$ cat src/rtl/fifo_master_ctrl.sv
`default_nettype none
// ============================================================================
// Module   : fifo_master_ctrl
// Brief    : Register-mapped FIFO master with built-in storage, sticky W1C
//            error flags, level/threshold status, flush control, a registered
//            read path with response pulse and a maskable interrupt.
// Revision : 1.0 - initial release
// ============================================================================
module fifo_master_ctrl #(
    parameter int DATA_W = 8,
    parameter int DEPTH  = 16,
    parameter int THRESH = 12
) (
    input  logic              clk,
    input  logic              rst_n,
    input  logic              enable,
    input  logic [1:0]        addr,
    input  logic              write,
    input  logic              read,
    input  logic [DATA_W-1:0] wdata,
    output logic [DATA_W-1:0] rdata,
    output logic              resp,
    output logic              irq
);

    localparam int PTR_W = $clog2(DEPTH);
    localparam int CNT_W = PTR_W + 1;

    localparam logic [1:0] C_ADDR_DATA  = 2'd0;
    localparam logic [1:0] C_ADDR_STAT  = 2'd1;
    localparam logic [1:0] C_ADDR_CTRL  = 2'd2;
    localparam logic [1:0] C_ADDR_LEVEL = 2'd3;

    // FIFO storage (contents are intentionally not reset)
    logic [DATA_W-1:0] r_mem [DEPTH];

    logic [PTR_W-1:0]  r_wr_ptr;
    logic [PTR_W-1:0]  r_rd_ptr;
    logic [CNT_W-1:0]  r_count;
    logic              r_ovf;
    logic              r_udf;
    logic              r_irq_en;
    logic [DATA_W-1:0] r_rdata;
    logic              r_resp;
    logic              r_irq;

    logic              w_wr_acc;
    logic              w_rd_acc;
    logic              w_full;
    logic              w_empty;
    logic              w_thresh;
    logic              w_push;
    logic              w_pop;
    logic [DATA_W-1:0] w_stat;
    logic [DATA_W-1:0] w_rd_val;

    // Simultaneous write and read strobes are treated as no access at all
    assign w_wr_acc = enable & write & ~read;
    assign w_rd_acc = enable & read & ~write;

    assign w_full   = (r_count == CNT_W'(DEPTH));
    assign w_empty  = (r_count == '0);
    assign w_thresh = (r_count >= CNT_W'(THRESH));

    assign w_push   = w_wr_acc && (addr == C_ADDR_DATA) && !w_full;
    assign w_pop    = w_rd_acc && (addr == C_ADDR_DATA) && !w_empty;

    assign w_stat   = DATA_W'({w_thresh, r_udf, r_ovf, w_empty, w_full});

    // Read-data mux; an empty DATA read returns zero
    always_comb begin
        w_rd_val = '0;
        case (addr)
            C_ADDR_DATA:  w_rd_val = w_empty ? '0 : r_mem[r_rd_ptr];
            C_ADDR_STAT:  w_rd_val = w_stat;
            C_ADDR_CTRL:  w_rd_val = DATA_W'(r_irq_en);
            C_ADDR_LEVEL: w_rd_val = DATA_W'(r_count);
            default:      w_rd_val = '0;
        endcase
    end

    // Storage write port
    always_ff @(posedge clk) begin
        if (w_push) begin
            r_mem[r_wr_ptr] <= wdata;
        end
    end

    // Pointers, level, flags, control and registered outputs
    always_ff @(posedge clk or negedge rst_n) begin
        if (!rst_n) begin
            r_wr_ptr <= '0;
            r_rd_ptr <= '0;
            r_count  <= '0;
            r_ovf    <= 1'b0;
            r_udf    <= 1'b0;
            r_irq_en <= 1'b0;
            r_rdata  <= '0;
            r_resp   <= 1'b0;
            r_irq    <= 1'b0;
        end else begin
            r_resp <= w_wr_acc | w_rd_acc;
            r_irq  <= r_irq_en & (r_ovf | r_udf | w_thresh);

            if (w_rd_acc) begin
                r_rdata <= w_rd_val;
            end

            if (w_push) begin
                r_wr_ptr <= r_wr_ptr + PTR_W'(1);
                r_count  <= r_count + CNT_W'(1);
            end else if (w_pop) begin
                r_rd_ptr <= r_rd_ptr + PTR_W'(1);
                r_count  <= r_count - CNT_W'(1);
            end

            if (w_wr_acc) begin
                case (addr)
                    C_ADDR_DATA: begin
                        if (w_full) r_ovf <= 1'b1;
                    end
                    C_ADDR_STAT: begin
                        if (wdata[2]) r_ovf <= 1'b0;
                        if (wdata[3]) r_udf <= 1'b0;
                    end
                    C_ADDR_CTRL: begin
                        // A flush write leaves irq_en as it was
                        if (wdata[1]) begin
                            r_wr_ptr <= '0;
                            r_rd_ptr <= '0;
                            r_count  <= '0;
                        end else begin
                            r_irq_en <= wdata[0];
                        end
                    end
                    default: ;
                endcase
            end

            if (w_rd_acc && (addr == C_ADDR_DATA) && w_empty) begin
                r_udf <= 1'b1;
            end
        end
    end

    assign rdata = r_rdata;
    assign resp  = r_resp;
    assign irq   = r_irq;

endmodule
`default_nettype wire

$ cat config.mk
export PLATFORM = sky130hd
export DESIGN_NAME = fifo_master_ctrl
export DESIGN_NICKNAME = d
export VERILOG_FILES = /design/src/rtl/fifo_master_ctrl.sv
export SDC_FILE = /design/constraint.sdc
export NUM_CORES = 1
export LEC_CHECK = 0
export ABC_CLOCK_PERIOD_IN_PS = 2300
export CAP_MARGIN = 40
export CORE_MARGIN = 4
export CORE_UTILIZATION = 60
export CTS_CLUSTER_DIAMETER = 100
export CTS_CLUSTER_SIZE = 30
export DETAILED_ROUTE_END_ITERATION = 10
export PLACE_DENSITY = 0.86
export SYNTH_ARGS = -nofsm -noshare
export SYNTH_HDL_FRONTEND = slang
export SYNTH_SLANG_ARGS = --single-unit
$ cat constraint.sdc
create_clock -name clk -period 2.3 [get_ports clk]
set_clock_uncertainty 0.05 [all_clocks]
set_input_delay 0.23 -clock clk [delete_from_list [all_inputs] [get_ports clk]]
set_output_delay 0.23 -clock clk [all_outputs]
set_load 0.01 [all_outputs]
==> out/qor.yml, run 1 <==
run_status:
  outcome: "complete, no violations"
place:
  place_congestion: 0.8769
  hpwl_um: 9493
  dpl_worst_slack_ns: -0.008021
  io_buffers: 24
  post_dp_cell_area_um2: 7196
critical_path:
  crit_fanout: 10
  crit_path_start_kind: "flop"
  crit_required_ns: 2.66
  ff2ff_path_depth: 3
  end_kind: "flop"
  cp.arrival_ns: 2.64
  setup.worst_path.class: "flop to flop"
final_layout:
  final_common_cell: "edfxtp_1"
  fin_nets: 452
  num_antenna_cells: 0
  post_route_cells_drive_above_1_share_pct: 24.43
  areaGrowthSynthToFinish_pct: 20.74
  final_cell_mix: "edfxtp_1, mux4_2, clkdlybuf4s50_1, dfrtp_1, buf_4"
  fillers: 547
  utilization_pct: 74.81
  final-seq-area_um2: 4499
  fin_area_um2: 7792
  multi_input_area_um2: 1834
clock_tree:
  clk_path_buf_depth: 2
  postCtsSetupBuffers: 0
  numCtsBuffers: 17
  cts_tree: "yes"
  path_clk_slew_ns: 0.07
  cts_max_level: 4
  clk_latency_ns: 0.53
  cts_sinks: 154
  cts-root-buf: "clkbuf_8"
global_routing:
  grt_pass1_vias: 3933
  grt_max_degree: 27
  grt_first_pass_wirelength_um: 23570
  antenna_found_initial: 0
  grt_remaining_overflow: 0
  grt_use_total_pct: 25.47
logic_synthesis:
  synthTopCellsByArea: "edfxtp_1, dfrtp_1, mux4_2"
  yosysTopAreaCellShare_pct: 59.56
  yosys_warnings: 0
  avgSynthCellArea_um2: 17.54
  synth_edf_count: 128
  syn_nets: 391
  synth_top_area_cell: "edfxtp_1"
  async_reset_ff_share_pct: 16.88
  synth_area_um2: 6454
  ys_seq_elements: 154
  synth_cells: 368
  synthFlopType: "edfxtp_1"
  synth_cell_types: 51
  seq_area_frac_synth_pct: 69.64
pwr:
  p_leak_uw: 0.002752
  power_uw: 7829
  powerDensity_nw_per_um2: 1005
  ir_drop_uv: 699.0
route:
  firstDrtPassIters: 6
  routed_wl_um: 15250
  drtIter0Drc: 548
  wl_per_cell_um: 26.38
  via_count: 3846
  ant_nets: 0
  avgViaCountPerCell: 6.654
  remaining_drc_errors: 0
sta:
  worstMarginPinSlew_ns: 0.7569
  slew_viol_final: 0
  timing.final.crit_share_pct: 98.84
  tns_ns: 0
  finalSetupViolCount: 0
  max_slew_margin_pct: 49.38
  period_needed_ns: 2.273
  hold_viol: 0
  fin_ws_ns: 0.02675
  fmax_mhz: 439.9
die:
  initial_core_util_pct: 61.96
  io_pins: 25
  dieArea_um2: 12480
  core.rowCount: 37
  die_w_um: 111.7
  coreArea_um2: 10420
  die_h_um: 111.7
job:
  drv_cap: 0
worst_hold_path:
  worstHoldPathType: "primary input to asynchronous set/reset pin"
-- synthesized netlist by cell type (4+ instances only) --
cell,count
a21oi_1,8
and2_1,13
and3_1,8
buf_2,6
clkbuf_1,9
dfrtp_1,26
edfxtp_1,128
ha_1,8
inv_1,6
mux2_2,5
mux2i_1,8
mux4_1,6
mux4_2,26
nand2_1,16
nand3_1,12
nor2_1,14
nor2b_1,4
o21ai_0,5
-- worst max-delay path, cell delays in order, from the launching register on --
cell and delay [ns]:
dfrtp_4 0.56, mux4_1 0.66, mux4_2 0.53, a221o_1 0.35
-- through the flow --
| stage | hold slack (ns) | instances |
|---|---|---|
| 6_report | 0.03226 | 578 |
| 5_1_grt | 0.06803 | 578 |
| 4_1_cts | 0.03399 | 578 |
| 3_5_place_dp | 0.4392 | 546 |
| 3_3_place_gp | 0.4191 | 546 |
| 2_1_floorplan | -0.1156 | 368 |
-- registers in the layout, indices dropped and copies added (netlist names) --
register	cells
r_count	5
r_irq_en	1
r_ovf	1
r_mem	128
rdata	8
r_rd_ptr	4
r_wr_ptr	4
r_udf	1
resp	1
irq	1
-- timing repair --
item,4_1_cts,5_1_grt
gates resized for setup,1,6
hold buffers,0,0
endpoints found under the setup margin,8,123
-- cell type report --
| type | count | area share, % |
|---|---|---|
| clock buffers | 18 | 5.363 |
| clock inverters | 14 | 2.039 |
| inverters | 6 | 0.2890 |
| multi-input cells | 190 | 23.54 |
| flip-flops and latches | 154 | 57.74 |
| well taps | 136 | 2.184 |
| repair buffers | 60 | 8.847 |
-- path summary, 6_finish.rpt --
check / to / slack (ns) / startpoint
min: r_wr_ptr[0] / 0.03 / rst_n
min in group clk: rdata[4] / 0.46 / rdata[4]
max in group asynchronous: r_rd_ptr[0] / 1.86 / rst_n
max reg2reg: rdata[3] / 0.03 / r_rd_ptr[0]
min reg2reg: rdata[4] / 0.46 / rdata[4]
max: rdata[3] / 0.03 / r_rd_ptr[0]
-- kinds of logic after synthesis --
family | count (synthesis) | share of synthesized area, %
AOI/OAI and AO/OA | 41 | 4.440
adders and majority gates | 8 | 1.551
DFF | 154 | 69.64
muxes | 45 | 13.63
buffers and inverters | 24 | 2.133
xor gates and xnor gates | 5 | 0.6787
and+or+nand+nor | 91 | 7.929
-- metal layers --
layer | track usage, % | up-vias | wire (um)
li1 | - | 1605 | -
met1 | 33.52 | 1960 | 5872
met2 | 41.33 | 229 | 7748
met3 | 6.467 | 52 | 1043
met4 | 9.813 | 0 | 582
met5 | 0 | - | 0
-- power breakdown --
| group | internal (uW) | leakage, uW | switching (uW) |
|---|---|---|---|
| combinational | 893 | 0.000993 | 809 |
| sequential | 3180 | 0.00148 | 239 |
| clock | 1570 | 0.000278 | 1140 |
No activity file was read; power rests on OpenSTA's default activity.
==> run 2: changes to the inputs <==
==> config.mk (replaced) <==
export PLATFORM = sky130hd
export DESIGN_NAME = fifo_master_ctrl
export DESIGN_NICKNAME = d
export VERILOG_FILES = /design/src/rtl/fifo_master_ctrl.sv
export SDC_FILE = /design/constraint.sdc
export NUM_CORES = 1
export LEC_CHECK = 0
export ABC_CLOCK_PERIOD_IN_PS = 1800
export CAP_MARGIN = 40
export CORE_MARGIN = 4
export CORE_UTILIZATION = 54
export CTS_CLUSTER_DIAMETER = 100
export CTS_CLUSTER_SIZE = 30
export DETAILED_ROUTE_END_ITERATION = 10
export GPL_TIMING_DRIVEN = 0
export PLACE_DENSITY = 0.82
export SYNTH_ARGS = -nofsm -noshare
export SYNTH_HDL_FRONTEND = slang
export SYNTH_SLANG_ARGS = --single-unit
==> constraint.sdc (replaced) <==
create_clock -name clk -period 1.8 [get_ports clk]
set_clock_uncertainty 0.05 [all_clocks]
set_input_delay 0.18 -clock clk [delete_from_list [all_inputs] [get_ports clk]]
set_output_delay 0.18 -clock clk [all_outputs]
set_load 0.01 [all_outputs]
==> run 2 against run 1 <==
  * The flow now finishes with violations (setup timing)
  * Global-route usage decreased by 3.8 points
  * Clock power up 23%
  * Count of clock-buffer cells in the layout decreased by 1
  * First-iteration DRC count shrank 24%
  * Sequential power grew 25%
  * Hold slack gained 0.12 ns
  * Wire length down 3.1%
  * Core utilization fell by 5.9 points
  * Power increased by 36%
  * Cell count grew 2.6%
  * Critical path type unchanged
  * Largest cell class unchanged
==> out/qor.yml, run 2 (same netlist as run 1, synthesis figures left out) <==
run_status:
  outcome: "finished with violations"
  violations: "setup timing"
sta:
  whs_ns: 0.1499
  timing.final.crit_share_pct: 117.3
  finalSetupViolCount: 23
  period_needed_ns: 2.112
  fin_ws_ns: -0.3120
  max_slew_margin_pct: 48.54
  worstMarginPinSlew_ns: 0.7695
  slew_viol_final: 0
  rsz0062_at_grt: "yes"
  hold_viol: 0
  fmax_mhz: 473.5
place:
  dpl_worst_slack_ns: -0.7932
  hpwl_um: 8531
  io_buffers: 23
  place_congestion: 0.9156
pwr:
  p_leak_uw: 0.002762
  ir_drop_uv: 963.4
  powerDensity_nw_per_um2: 1333
global_routing:
  grt_use_total_pct: 21.62
  antenna_found_initial: 0
  grt_first_pass_wirelength_um: 22190
  grt_max_degree: 20
  grt_remaining_overflow: 0
  grt_pass1_vias: 3916
clock_tree:
  numCtsBuffers: 17
  cts_sinks: 154
  cts_tree: "yes"
  cts_max_level: 4
  cts-root-buf: "clkbuf_16"
  clk_path_buf_depth: 2
  path_clk_slew_ns: 0.07
  clk_latency_ns: 0.43
final_layout:
  final_common_cell: "edfxtp_1"
  largest_reg_flops: 128
  areaGrowthSynthToFinish_pct: 23.58
  post_route_cells_drive_above_1_share_pct: 34.00
  final_cell_mix: "edfxtp_1, mux4_2, dfrtp_1"
  largest-register: "r_mem"
  fin_nets: 460
  num_antenna_cells: 0
die:
  coreArea_um2: 11560
  initial_core_util_pct: 55.80
  die_h_um: 117.3
  dieArea_um2: 13760
  io_pins: 25
  die_w_um: 117.3
  core.rowCount: 39
critical_path:
  setup.worst_path.class: "flop to flop"
  crit_required_ns: 2.06
  cp_common_cell: "mux4_2"
  cpMaxStageDelayCell: "mux4_2"
  end_kind: "flop"
  cp.arrival_ns: 2.37
  r2r_slack_ns: -0.31
  slowest_delay_ns: 0.52
  crit_path_start_kind: "flop"
  crit_chain: "buf_12, mux4_2, mux4_2, a221o_1"
  crit_fanout: 6
route:
  via_count: 3828
  firstDrtPassIters: 5
  remaining_drc_errors: 0
  avgViaCountPerCell: 6.455
  routed_wl_um: 14770
  wl_per_cell_um: 24.91
  drtIter0Drc: 414
  ant_nets: 0
worst_hold_path:
  worstHoldPathType: "primary input to asynchronous set/reset pin"
job:
  drv_cap: 0
-- run 2: final timing paths --
path,cells past startpoint,endpoint,from
min reg2reg,1,rdata[4],rdata[4]
min,1,r_rd_ptr[2],rst_n
min in group clk,3,rdata[1],addr[1]
max in group asynchronous,2,r_count[1],rst_n
max,4,rdata[2],r_rd_ptr[0]
max reg2reg,4,rdata[2],r_rd_ptr[0]
-- run 2: cell type report --
type                       instances  area (um2)
buffer                            18       157.7
clock buffer                      17       425.4
clock inverter                    15       115.1
fill                             680        3590
inverter                           6       22.52
multi-input combinational        190        2059
sequential                       154        4497
tap                              143       178.9
timing repair buffer              50       519.2
-- run 2: what timing repair did --
| action | 4_1_cts | 5_1_grt |
|---|---|---|
| buffers inserted | 11 | 13 |
| hold endpoints to repair | 0 | 0 |
| endpoints found under the setup margin | 147 | 142 |
| cloned | 2 | 1 |
| pin swaps | 8 | 10 |
| hold buffers | 0 | 0 |
| resized for setup | 46 | 13 |
-- run 2: worst max-delay path, delay by kind of cell, from the launching register on --
kind | cells | cell delay, ns
muxes | 2 | 1.00
buffers and inverters | 1 | 0.16
DFF | 1 | 0.44
AOI/OAI and AO/OA | 1 | 0.33
-- run 2: routing by layer --
| layer | part of all wire [%] | global-route usage (%) |
|---|---|---|
| met3 | 6.4 | 5.919 |
| met1 | 39 | 27.52 |
| met2 | 51 | 35.95 |
| met4 | 3.3 | 7.918 |
| met5 | 0.20 | 0 |
-- run 2: through the flow --
stage | setup TNS, ns | instances | instance area, um2 | power, uW | util (%)
2_1_floorplan | -5.046 | 368 | 6528 | 5938 | -
4_1_cts | -2.173 | 580 | 7810 | 10420 | 67.53
6_report | -2.591 | 593 | 7975 | 10630 | 68.96
5_1_grt | -4.773 | 593 | 7975 | 11020 | 68.96
3_5_place_dp | -90.37 | 535 | 6952 | 6609 | 60.11
3_3_place_gp | -85.20 | 534 | 6937 | 6525 | 59.98
-- run 2: report_power, final --
group / internal (uW) / switching [uW]
Combinational: 1670 / 1360
Clock: 1790 / 1530
Sequential: 4050 / 229
==> run 3: changes to the inputs <==
--- a/config.mk
+++ b/config.mk
@@ -8,12 +8,13 @@
 export ABC_CLOCK_PERIOD_IN_PS = 1800
 export CAP_MARGIN = 40
 export CORE_MARGIN = 4
-export CORE_UTILIZATION = 54
+export CORE_UTILIZATION = 55
+export CTS_BUF_LIST = sky130_fd_sc_hd__clkbuf_2 sky130_fd_sc_hd__clkbuf_4 sky130_fd_sc_hd__clkbuf_8
 export CTS_CLUSTER_DIAMETER = 100
 export CTS_CLUSTER_SIZE = 30
 export DETAILED_ROUTE_END_ITERATION = 10
 export GPL_TIMING_DRIVEN = 0
-export PLACE_DENSITY = 0.82
+export PLACE_DENSITY = 0.83
 export SYNTH_ARGS = -nofsm -noshare
 export SYNTH_HDL_FRONTEND = slang
 export SYNTH_SLANG_ARGS = --single-unit
==> run 3 against run 2 <==
  * The flow still finishes with violations (setup timing)
  * Power fell by 8.1%
  * Design area is 2.7% lower
  * Largest cell class unchanged
  * Flip-flop and latch count is the same
  * Critical path depth up 3
  * Critical path type unchanged
  * Cell count shrank 1.0%
  * Core utilization down 1.3 points
  * Clock power fell by 25%
  * Via count shrank 1.5%
  * Sequential power is essentially flat
  * Highest routed layer is now met4
  * Wire length fell by 4.7%
  * Non-clock buffer count down 5
  * Count of clock-buffer cells in the layout did not move
==> out/qor.yml, run 3 (same netlist as run 1, synthesis figures left out) <==
sta:
  whs_ns: 0.09453
  rsz0062_at_grt: "yes"
  fmax_mhz: 482.8
  timing.final.crit_share_pct: 115.1
  max_slew_margin_pct: 54.07
  period_needed_ns: 2.071
  slew_viol_final: 0
  hold_viol: 0
  worstMarginPinSlew_ns: 0.6867
  finalSetupViolCount: 99
  fin_ws_ns: -0.2714
critical_path:
  crit_fanout: 6
  end_kind: "flop"
  cp.arrival_ns: 2.35
  crit_required_ns: 2.08
  setup.worst_path.class: "flop to flop"
  crit_path_start_kind: "flop"
pwr:
  power_uw: 9767
  ir_drop_uv: 939.3
  p_leak_uw: 0.002652
  powerDensity_nw_per_um2: 1258
final_layout:
  fillers: 667
  largest_reg_flops: 128
  post_route_cells_drive_above_1_share_pct: 34.46
  final_common_cell: "edfxtp_1"
  num_antenna_cells: 0
  fin_nets: 455
  largest-register: "r_mem"
  areaGrowthSynthToFinish_pct: 20.28
  final_cell_mix: "edfxtp_1, mux4_2, clkdlybuf4s50_1"
clock_tree:
  cts_tree: "yes"
  cts_sinks: 154
  cts_max_level: 4
  cts-root-buf: "clkbuf_8"
  clk_latency_ns: 0.45
  clk_path_buf_depth: 2
  path_clk_slew_ns: 0.09
  numCtsBuffers: 17
global_routing:
  grt_first_pass_wirelength_um: 20820
  grt_pass1_vias: 3647
  grt_use_total_pct: 21.34
  grt_max_degree: 20
  antenna_found_initial: 0
  grt_remaining_overflow: 0
job:
  drv_cap: 0
route:
  drtIter0Drc: 390
  remaining_drc_errors: 0
  wl_per_cell_um: 23.98
  routed_wl_um: 14080
  via_count: 3769
  avgViaCountPerCell: 6.421
  ant_nets: 0
  firstDrtPassIters: 5
die:
  coreArea_um2: 11470
  core.rowCount: 39
  die_w_um: 116.3
  io_pins: 25
  dieArea_um2: 13530
  initial_core_util_pct: 56.28
  die_h_um: 116.3
worst_hold_path:
  worstHoldPathType: "primary input to asynchronous set/reset pin"
place:
  hpwl_um: 8661
  place_congestion: 0.9266
  io_buffers: 23
run_status:
  outcome: "finished with violations"
  violations: "setup timing"
-- run 3: where the power goes --
part	internal (uW)	switching (uW)	leakage, uW
sequential	4050	223	0.00148
combinational	1660	1340	0.000990
clock	1120	1360	0.000183
total	6840	2930	0.00265
-- run 3: routing by layer --
metal  global-route usage, %  routed length [um]
met4                   5.800                 270
met2                   34.63                7353
met5                       0                   0
met3                   4.974                 999
met1                   29.49                5454
-- run 3: worst max-delay path, stage by stage (launching register included) --
cell,delay (ns)
dfrtp_2,0.43
buf_12,0.16
buf_12,0.14
buf_12,0.13
mux4_2,0.52
a22o_1,0.25
a221oi_2,0.18
o21ai_1,0.09
-- run 3: area by class of cell --
class / instances / area [um2] / area share [%]
Sequential cell: 154 / 4499 / 57.96
Clock inverter: 14 / 137.6 / 1.773
Buffer: 18 / 157.7 / 2.031
Inverter: 6 / 22.52 / 0.2901
Tap cell: 143 / 178.9 / 2.305
Multi-Input combinational cell: 190 / 2076 / 26.74
Clock buffer: 17 / 234.0 / 3.014
Timing Repair Buffer: 45 / 456.7 / 5.883
-- run 3: stage by stage --
| stage | worst slack (ns) | utilization [%] | TNS (ns) | std cells | instance area (um2) |
|---|---|---|---|---|---|
| 3_5_place_dp | -0.8235 | 60.62 | -93.85 | 535 | 6952 |
| 5_1_grt | -0.3100 | 67.69 | -5.086 | 587 | 7762 |
| 3_3_place_gp | -0.7568 | 60.49 | -85.03 | 534 | 6937 |
| 6_report | -0.2714 | 67.69 | -3.189 | 587 | 7762 |
| 2_1_floorplan | -0.1249 | - | -5.046 | 368 | 6528 |
| 4_1_cts | -0.2861 | 66.54 | -2.114 | 578 | 7630 |
-- run 3: repair_timing --
item | CTS | global route
pin swaps | 5 | 12
buffers inserted | 10 | 9
hold buffers | 0 | 0
endpoints found under the setup margin | 147 | 114
gates resized for setup | 46 | 19
cloned | 2 | 1
-- run 3: worst paths after layout --
check,start,slack [ns],cells past startpoint,end
worst max-delay path,r_rd_ptr[0],-0.27,7,rdata[7]
worst min-delay path,rst_n,0.09,1,r_count[3]
worst max register to register,r_rd_ptr[0],-0.27,7,rdata[7]
worst min register to register,rdata[5],0.46,2,rdata[5]
max in group asynchronous,rst_n,1.06,2,r_rd_ptr[0]
min in group clk,addr[1],0.23,3,rdata[1]
